==> src/rtl/serial_subtractor.sv <==
// Bit-serial full subtractor: one difference bit per clock, LSB first, with a registered borrow.
// Optional add mode (in_op port) when SERIAL_SUB_ADD_MODE_EN is defined.
module serial_subtractor #(
    parameter int WIDTH = 8
) (
    input  logic             clk,
    input  logic             rst_n,
    input  logic             in_valid,
    output logic             in_ready,
    input  logic [WIDTH-1:0] in_a,
    input  logic [WIDTH-1:0] in_b,
    input  logic             in_borrow,
`ifdef SERIAL_SUB_ADD_MODE_EN
    input  logic             in_op,
`endif
    output logic             out_valid,
    input  logic             out_ready,
    output logic [WIDTH-1:0] out_diff,
    output logic             out_borrow,
    output logic             busy
);
    localparam int CW = (WIDTH > 1) ? $clog2(WIDTH) : 1;
    localparam logic [CW-1:0] LAST = CW'(WIDTH - 1);

    // Handshakes: a transfer happens on a rising edge where valid and ready are both high;
    // in_ready/out_valid depend only on the state register.
    typedef enum logic [1:0] {IDLE = 2'd0, SHIFT = 2'd1, DONE = 2'd2} state_t;

    state_t           state;
    state_t           state_next;
    logic [WIDTH-1:0] a_sr;
    logic [WIDTH-1:0] b_sr;
    logic [WIDTH-1:0] diff_sr;
    logic [CW-1:0]    cnt;
    logic             bor;
    logic             d_bit;
    logic             bor_next;
    logic             d1;
    logic             b1;
    logic             b2;
`ifdef SERIAL_SUB_ADD_MODE_EN
    logic             op_r;
`endif

    assign in_ready  = (state == IDLE);
    assign out_valid = (state == DONE);
    assign busy      = (state != IDLE);

    always_comb begin
        state_next = state;
        case (state)
            IDLE:    if (in_valid) state_next = SHIFT;
            SHIFT:   if (cnt == LAST) state_next = DONE;
            DONE:    if (out_ready) state_next = IDLE;
            default: state_next = IDLE;
        endcase
    end

    // Two cascaded half-subtractors; add mode swaps in a full adder on the same registers.
    always_comb begin
        d1       = a_sr[0] ^ b_sr[0];
        b1       = ~a_sr[0] & b_sr[0];
        b2       = ~d1 & bor;
        d_bit    = d1 ^ bor;
        bor_next = b1 | b2;
`ifdef SERIAL_SUB_ADD_MODE_EN
        if (op_r) begin
            d_bit    = a_sr[0] ^ b_sr[0] ^ bor;
            bor_next = (a_sr[0] & b_sr[0]) | ((a_sr[0] ^ b_sr[0]) & bor);
        end
`endif
    end

    always_ff @(posedge clk or negedge rst_n) begin
        if (!rst_n) begin
            state      <= IDLE;
            a_sr       <= '0;
            b_sr       <= '0;
            diff_sr    <= '0;
            cnt        <= '0;
            bor        <= 1'b0;
            out_diff   <= '0;
            out_borrow <= 1'b0;
`ifdef SERIAL_SUB_ADD_MODE_EN
            op_r       <= 1'b0;
`endif
        end else begin
            state <= state_next;
            case (state)
                IDLE: begin
                    if (in_valid) begin
                        a_sr <= in_a;
                        b_sr <= in_b;
                        bor  <= in_borrow;
                        cnt  <= '0;
`ifdef SERIAL_SUB_ADD_MODE_EN
                        op_r <= in_op;
`endif
                    end
                end
                SHIFT: begin
                    a_sr    <= a_sr >> 1;
                    b_sr    <= b_sr >> 1;
                    diff_sr <= {d_bit, diff_sr[WIDTH-1:1]};
                    bor     <= bor_next;
                    if (cnt == LAST) begin
                        out_diff   <= {d_bit, diff_sr[WIDTH-1:1]};
                        out_borrow <= bor_next;
                    end else begin
                        cnt <= cnt + 1'b1;
                    end
                end
                default: ;
            endcase
        end
    end
endmodule

==> config.mk <==
export PLATFORM = sky130hd
export DESIGN_NAME = serial_subtractor
export DESIGN_NICKNAME = d
export VERILOG_FILES = /design/src/rtl/serial_subtractor.sv
export SDC_FILE = /design/constraint.sdc
export NUM_CORES = 1
export LEC_CHECK = 0
export ABC_AREA = 1
export BUFFER_PORTS_ARGS = -buffer_cell sky130_fd_sc_hd__buf_2
export CAP_MARGIN = 5
export CORE_UTILIZATION = 57
export DETAILED_ROUTE_END_ITERATION = 8
export GPL_TIMING_DRIVEN = 0
export PLACE_DENSITY = 0.81
export RECOVER_POWER = 50
export SYNTH_ARGS = -nofsm -noshare
export SYNTH_HDL_FRONTEND = slang
export SYNTH_SLANG_ARGS = --single-unit
export TNS_END_PERCENT = 100
==> constraint.sdc <==
create_clock -name clk -period 2.7 [get_ports clk]
set_clock_uncertainty 0.2 [all_clocks]
set_input_delay 0.27 -clock clk [delete_from_list [all_inputs] [get_ports clk]]
set_output_delay 0.27 -clock clk [all_outputs]
set_load 0.02 [all_outputs]
==> results of run 1 <==
-- area by class of cell --
| cell class | count | area, µm² |
|---|---|---|
| Buffer | 9 | 63.8 |
| Clock inverter | 3 | 40.0 |
| Timing Repair Buffer | 46 | 289 |
| Inverter | 17 | 63.8 |
| Sequential cell | 38 | 951 |
| Clock buffer | 5 | 37.5 |
| Fill cell | 215 | 678 |
| Tap cell | 31 | 38.8 |
| Multi-Input combinational cell | 151 | 667 |
-- registers in the layout, indices dropped and copies added (netlist names) --
signal	cells
a_sr	8
bor	1
diff_sr	7
state	2
out_diff	8
cnt	3
b_sr	8
out_borrow	1
-- where the power goes --
part	total, µW	internal (µW)	switching [µW]
sequential	943	816	127
combinational	1070	383	690
clock	378	192	186
-- what timing repair did --
item | CTS | global route
hold buffers | 14 | 0
hold endpoints to repair | 51 | 0
setup endpoints to repair | 0 | 0
-- metal layers --
layer | track usage, % | routed length [µm]
met5 | 0 | 0
met2 | 36.4 | 1570
met1 | 30.7 | 1620
met4 | 13.2 | 84
met3 | 7.48 | 185
-- tightest hold or removal path, delay by kind of cell --
family,cells,cell delay (ps)
buffers and inverters,1,70
AND/OR/NAND/NOR,4,180
-- cell usage after synthesis --
master   number  area share [%]
o21ai_0      12             3.4
ha_1          2             1.4
nand2_2       1            0.36
o31ai_1       1            0.43
buf_4         1            0.43
o21ai_1       3            0.86
o21ai_4       1            0.93
dfrtp_1      38              54
nor2_1        2            0.43
fa_1          1             1.1
nand3_1      21             6.0
nor2_2        1            0.36
nand2_1     106              23
inv_1        15             3.2
buf_6         4             2.6
inv_2         2            0.43
buf_2         4             1.1
-- final timing paths --
kind / from / end / slack [ps] / depth (start not counted)
setup / recovery: state[0] / out_valid / 570 / 4
hold / removal: in_b[5] / b_sr[5] / 10 / 5
setup reg to reg: cnt[0] / out_diff[6] / 980 / 5
hold reg to reg: b_sr[5] / b_sr[5] / 290 / 2
max in group asynchronous: rst_n / cnt[0] / 1360 / 2
min in group asynchronous: rst_n / out_diff[4] / 380 / 2
-- cell families (layout without fill, tap and decap cells) --
logic type | after synthesis | count (layout)
compound gates | 17 | 17
fa+ha+maj | 3 | 3
buf+inv | 26 | 80
flops | 38 | 38
simple gates | 131 | 131
-- through the flow --
step	cell area, µm²	hold slack (ps)
after floorplan	1750	-226
after global placement	1950	216
after detailed placement	1950	209
after CTS	2170	0.0679
after global routing	2150	29.3
final	2150	13.4
==> metrics.txt, run 1 <==
number of max-cap violations 0; CTS tree yes; Max rail drop VDD 0.713 mV; CP max stage delay 410 ps; HP Class in2reg; Tmin final 2130 ps; most frequent cells in the layout nand2_1, dfrtp_1, buf_2; clock buffer depth 2; Setup Slack @ Placement 1020 ps; Finished Layout Cells 300; vias per cell 5.00; final setup fails 0; Mapped Area 1750 µm²; CP Cell Sequence clkbuf_1, buf_2, nor2_1, buf_2; Antenna Cells 0; Top delay family on crit path buffers and inverters; GRT Util Overall 24.0%; compound-cell area share of the yosys netlist 5.63%; Die W 57.5 µm; CP Max Fanout 10; Critical Path RT 2230 ps; number of detailed-route iterations in the first pass 6; via count 1,499; Top Ports 33; post-synth cell types 17; Slew Limit Fails 0; placed insts 278; Starting Density 62.0%; final WL 3.46 mm; CP endpoint kind primary output; YS warnings 0; Chip Height 57.5 µm; postcts setup bufs 0; failing checks design-rule violations; Core Util, Final 76.0%; RSZ-0062 raised after global routing no; post-DP HPWL 2.25 mm; most common cell after layout, fill and taps aside nand2_1; drt wl/cell 11.5 µm; Syn Area/Cell 8.16 µm²; clk sinks 38; Root Buffer clkbuf_4; DRT antenna net count 0; Post-Synth XOR/XNOR Area 0%; adder-cell share of the synthesized area 2.57%; Slew HR 39.3%; #FFs+latches synth 38; final weighted congestion in routability-driven placement 0.743; period utilization 79.0%; syn_nets 239; Buf+Inv Stages, Crit Path 3; most frequent CP cell buf_2; vias in the first global route 1,348; initial antenna violation count 0; critical path's slowest cell clkbuf_1; Buffers on Ports 32; DRT iter0 DRCs 74; status finished, violations left; Layout area overhead 22.6%; setup ws final 568 ps; Total Power 2390 µW; layout cell share with drive strength beyond 1 15.6%; clk_lat worst skew 340 ps; Die ar. 3300 µm²; mux cell area share after synthesis 0%; kind of critical path reg2out; Worst-path clk slew 110 ps; Gate Count Post-Synth 215; first-pass GRT wire length 5.82 mm; largest family of logic cells by synthesized area simple AND/OR/NAND/NOR gates; Leakage 0.00119 µW; H-tree Lvls 2; Fmax 469 MHz; sequential fraction of the synthesis area 54.2%; setup TNS 0 ps; worst path arrival time 1660 ps; row count 19; Tightest Pin Transition 910 ps; Num CTS Buffers 5; simple logic cell fraction of the synthesized area 29.8%; Core ar. 2830 µm²; global route overflow 0; PwrDens 1110 nW/µm²; fin nets 292; CP Launch Type flop; largest net degree at the start of global routing 39; DRC viols 3; post-cts sizing count 0; Hold Violations, Final 0
Power figures use the tool's default switching activity.
==> run 2: changes to the inputs <==
--- a/config.mk
+++ b/config.mk
@@ -8,10 +8,10 @@
 export ABC_AREA = 1
 export BUFFER_PORTS_ARGS = -buffer_cell sky130_fd_sc_hd__buf_2
 export CAP_MARGIN = 5
-export CORE_UTILIZATION = 57
+export CORE_UTILIZATION = 49
 export DETAILED_ROUTE_END_ITERATION = 8
 export GPL_TIMING_DRIVEN = 0
-export PLACE_DENSITY = 0.81
+export PLACE_DENSITY = 0.74
 export RECOVER_POWER = 50
 export SYNTH_ARGS = -nofsm -noshare
 export SYNTH_HDL_FRONTEND = slang
==> constraint.sdc (replaced) <==
create_clock -name clk -period 1.9 [get_ports clk]
set_clock_uncertainty 0.2 [all_clocks]
set_input_delay 0.19 -clock clk [delete_from_list [all_inputs] [get_ports clk]]
set_output_delay 0.19 -clock clk [all_outputs]
set_load 0.02 [all_outputs]
==> run 2 against run 1 <==
The flow now finishes without violations; cell area rose by 6.0%; register-to-register slack worse by 810 ps; clock-buffer cell count is 1 higher; combinational power rose by 46%; first-iteration DRC count rose by 53%; sequential cell count unchanged; power increased by 51%; sequential share of layout area down 2.5 points; largest power group unchanged; highest routed layer unchanged.
==> metrics.txt, run 2 (same netlist as run 1, synthesis figures left out) <==
critical path's slowest cell dfrtp_1; Die W 61.8 µm (+7.6%); Fmax 569 MHz; CP max stage delay 410 ps (about the same); initial antenna violation count 0 (unchanged); Max rail drop VDD 0.806 mV (+13%); clock buffer depth 2 (unchanged); Leakage 0.00123 µW (+3.7%); most frequent cells in the layout nand2_1, dfrtp_1, buf_2; Root Buffer clkbuf_4; Antenna Cells 0 (unchanged); row count 21 (+2); Hold Path Stages 3 (-2); Top Registers a_sr x8, b_sr x8, out_diff x8; min-delay src in_valid; Hold WS 18.4 ps (+4.97 ps); CP Max Fanout 10 (unchanged); Slew Limit Fails 0 (unchanged); kind of critical path reg2out; fin nets 298 (+2.1%); Worst R2R Start state[0]; Slew HR 39.6% (+0.27 points); Die ar. 3820 µm² (+16%); CP Depth 4 (unchanged); drt wl/cell 11.2 µm (-3.3%); Critical Path RT 1510 ps (-720 ps); layout cell share with drive strength beyond 1 16.4% (+0.75 points); clk sinks 38 (unchanged); worst reg-to-reg setup slack 170 ps (-810 ps); Top Ports 33 (unchanged); CTS tree yes; Buffers on Ports 32 (unchanged); first-pass GRT wire length 5.81 mm (-0.24%); Placed Instance Area 1970 µm² (+0.96%); CP Cell Sequence buf_6, buf_2, nor2_1, buf_2; setup ws final 142 ps (-426 ps); DRT iter0 DRCs 113 (+53%); global route overflow 0 (unchanged); PwrDens 1590 nW/µm² (+43%); WHS Endpoint state[0]; clk_lat worst skew 340 ps (about the same); Core ar. 3390 µm² (+20%); CP endpoint kind primary output; cell count of the worst reg-to-reg path 5 (unchanged); number of max-cap violations 0 (unchanged); most common cell after layout, fill and taps aside nand2_1; DRC viols 0 (-3); GRT Util Overall 21.2% (-2.8 points); Critical R2R Capture b_sr[7]; largest net degree at the start of global routing 39 (unchanged); CP Launch Type flop; period utilization 92.5%; RSZ-0062 raised after global routing no; post-DP HPWL 2.33 mm (+3.6%); Chip Height 61.8 µm (+7.6%); vias in the first global route 1,398 (+3.7%); Num CTS Buffers 5 (unchanged); Worst-path clk slew 110 ps (about the same); via count 1,557 (+3.9%); Setup Slack @ Placement 223 ps (-798 ps); final instance area 2280 µm² (+6.0%); number of detailed-route iterations in the first pass 4 (-2); filler instances 304 (+41%); Buf+Inv Stages, Crit Path 3 (unchanged); final weighted congestion in routability-driven placement 0.764 (+2.8%); HP Class in2reg; vias per cell 4.85 (-2.9%); H-tree Lvls 2 (unchanged); most frequent CP cell buf_2; Hold Violations, Final 0 (unchanged); Layout area overhead 30.0%; DRT antenna net count 0 (unchanged); Top delay family on crit path buffers and inverters; setup TNS 0 ps (unchanged); Starting Density 51.8% (-10 points); Tightest Pin Transition 906 ps (-4.06 ps); status finished, final reports clean; final WL 3.58 mm (+3.5%); postcts setup bufs 0 (unchanged); final setup fails 0 (unchanged); worst path arrival time 1370 ps (-290 ps); Tmin final 1760 ps
[run 2: area by class of cell]
class / count / area [µm²] / area share (%)
inverter: 17 / 63.8 / 2.80
buffer: 8 / 67.6 / 2.96
clock inverter: 2 / 60.1 / 2.63
multi-input combinational: 151 / 669 / 29.4
sequential: 38 / 951 / 41.7
clock buffer: 6 / 51.3 / 2.25
timing repair buffer: 53 / 359 / 15.8
tap: 46 / 57.6 / 2.52
[run 2: power by group]
group / internal (µW) / switching (µW) / leakage, µW
logic: 579 / 983 / 0.000688
clock network: 446 / 267 / 0.0000585
registers: 1160 / 187 / 0.000484
[run 2: routing by layer]
| layer | GRT usage (%) | vias up | routed length, µm |
|---|---|---|---|
| li1 | - | 787 | - |
| met1 | 27.1 | 719 | 1650 |
| met2 | 35.6 | 46 | 1710 |
| met3 | 5.59 | 5 | 183 |
| met4 | 5.71 | 0 | 35 |
| met5 | 0 | - | 0 |
[run 2: stage by stage]
step | std cells | utilization [%] | power (µW)
floorplan | 215 | - | 2490
global placement | 293 | 58.2 | 2850
detailed placement | 293 | 58.2 | 2910
CTS | 322 | 67.7 | 3660
global route | 321 | 67.3 | 3950
finish | 321 | 67.3 | 3620
[run 2: worst max-delay path by stage]
stage | from | to | slack (ps)
3_5_place_dp | cnt[0] | state[1] | 220
5_1_grt | state[0] | out_valid | 20
2_1_floorplan | state[0] | cnt[0] | 300
4_1_cts | state[0] | b_sr[7] | 70
6_report | state[0] | out_valid | 140
3_3_place_gp | cnt[0] | out_diff[6] | 260
[run 2: worst reg2reg max path: cells and delay by family (launching register included)]
| family | cells | cell delay, ps |
|---|---|---|
| buffers and inverters | 2 | 720 |
| flip-flops | 1 | 410 |
| AND/OR/NAND/NOR | 3 | 350 |
[run 2: repair_timing]
| item | 4_1_cts | 5_1_grt |
|---|---|---|
| gates resized for setup | 0 | 1 |
| endpoints found under the setup margin | 0 | 3 |
| hold buffers | 21 | 0 |
| hold endpoints to repair | 56 | 0 |
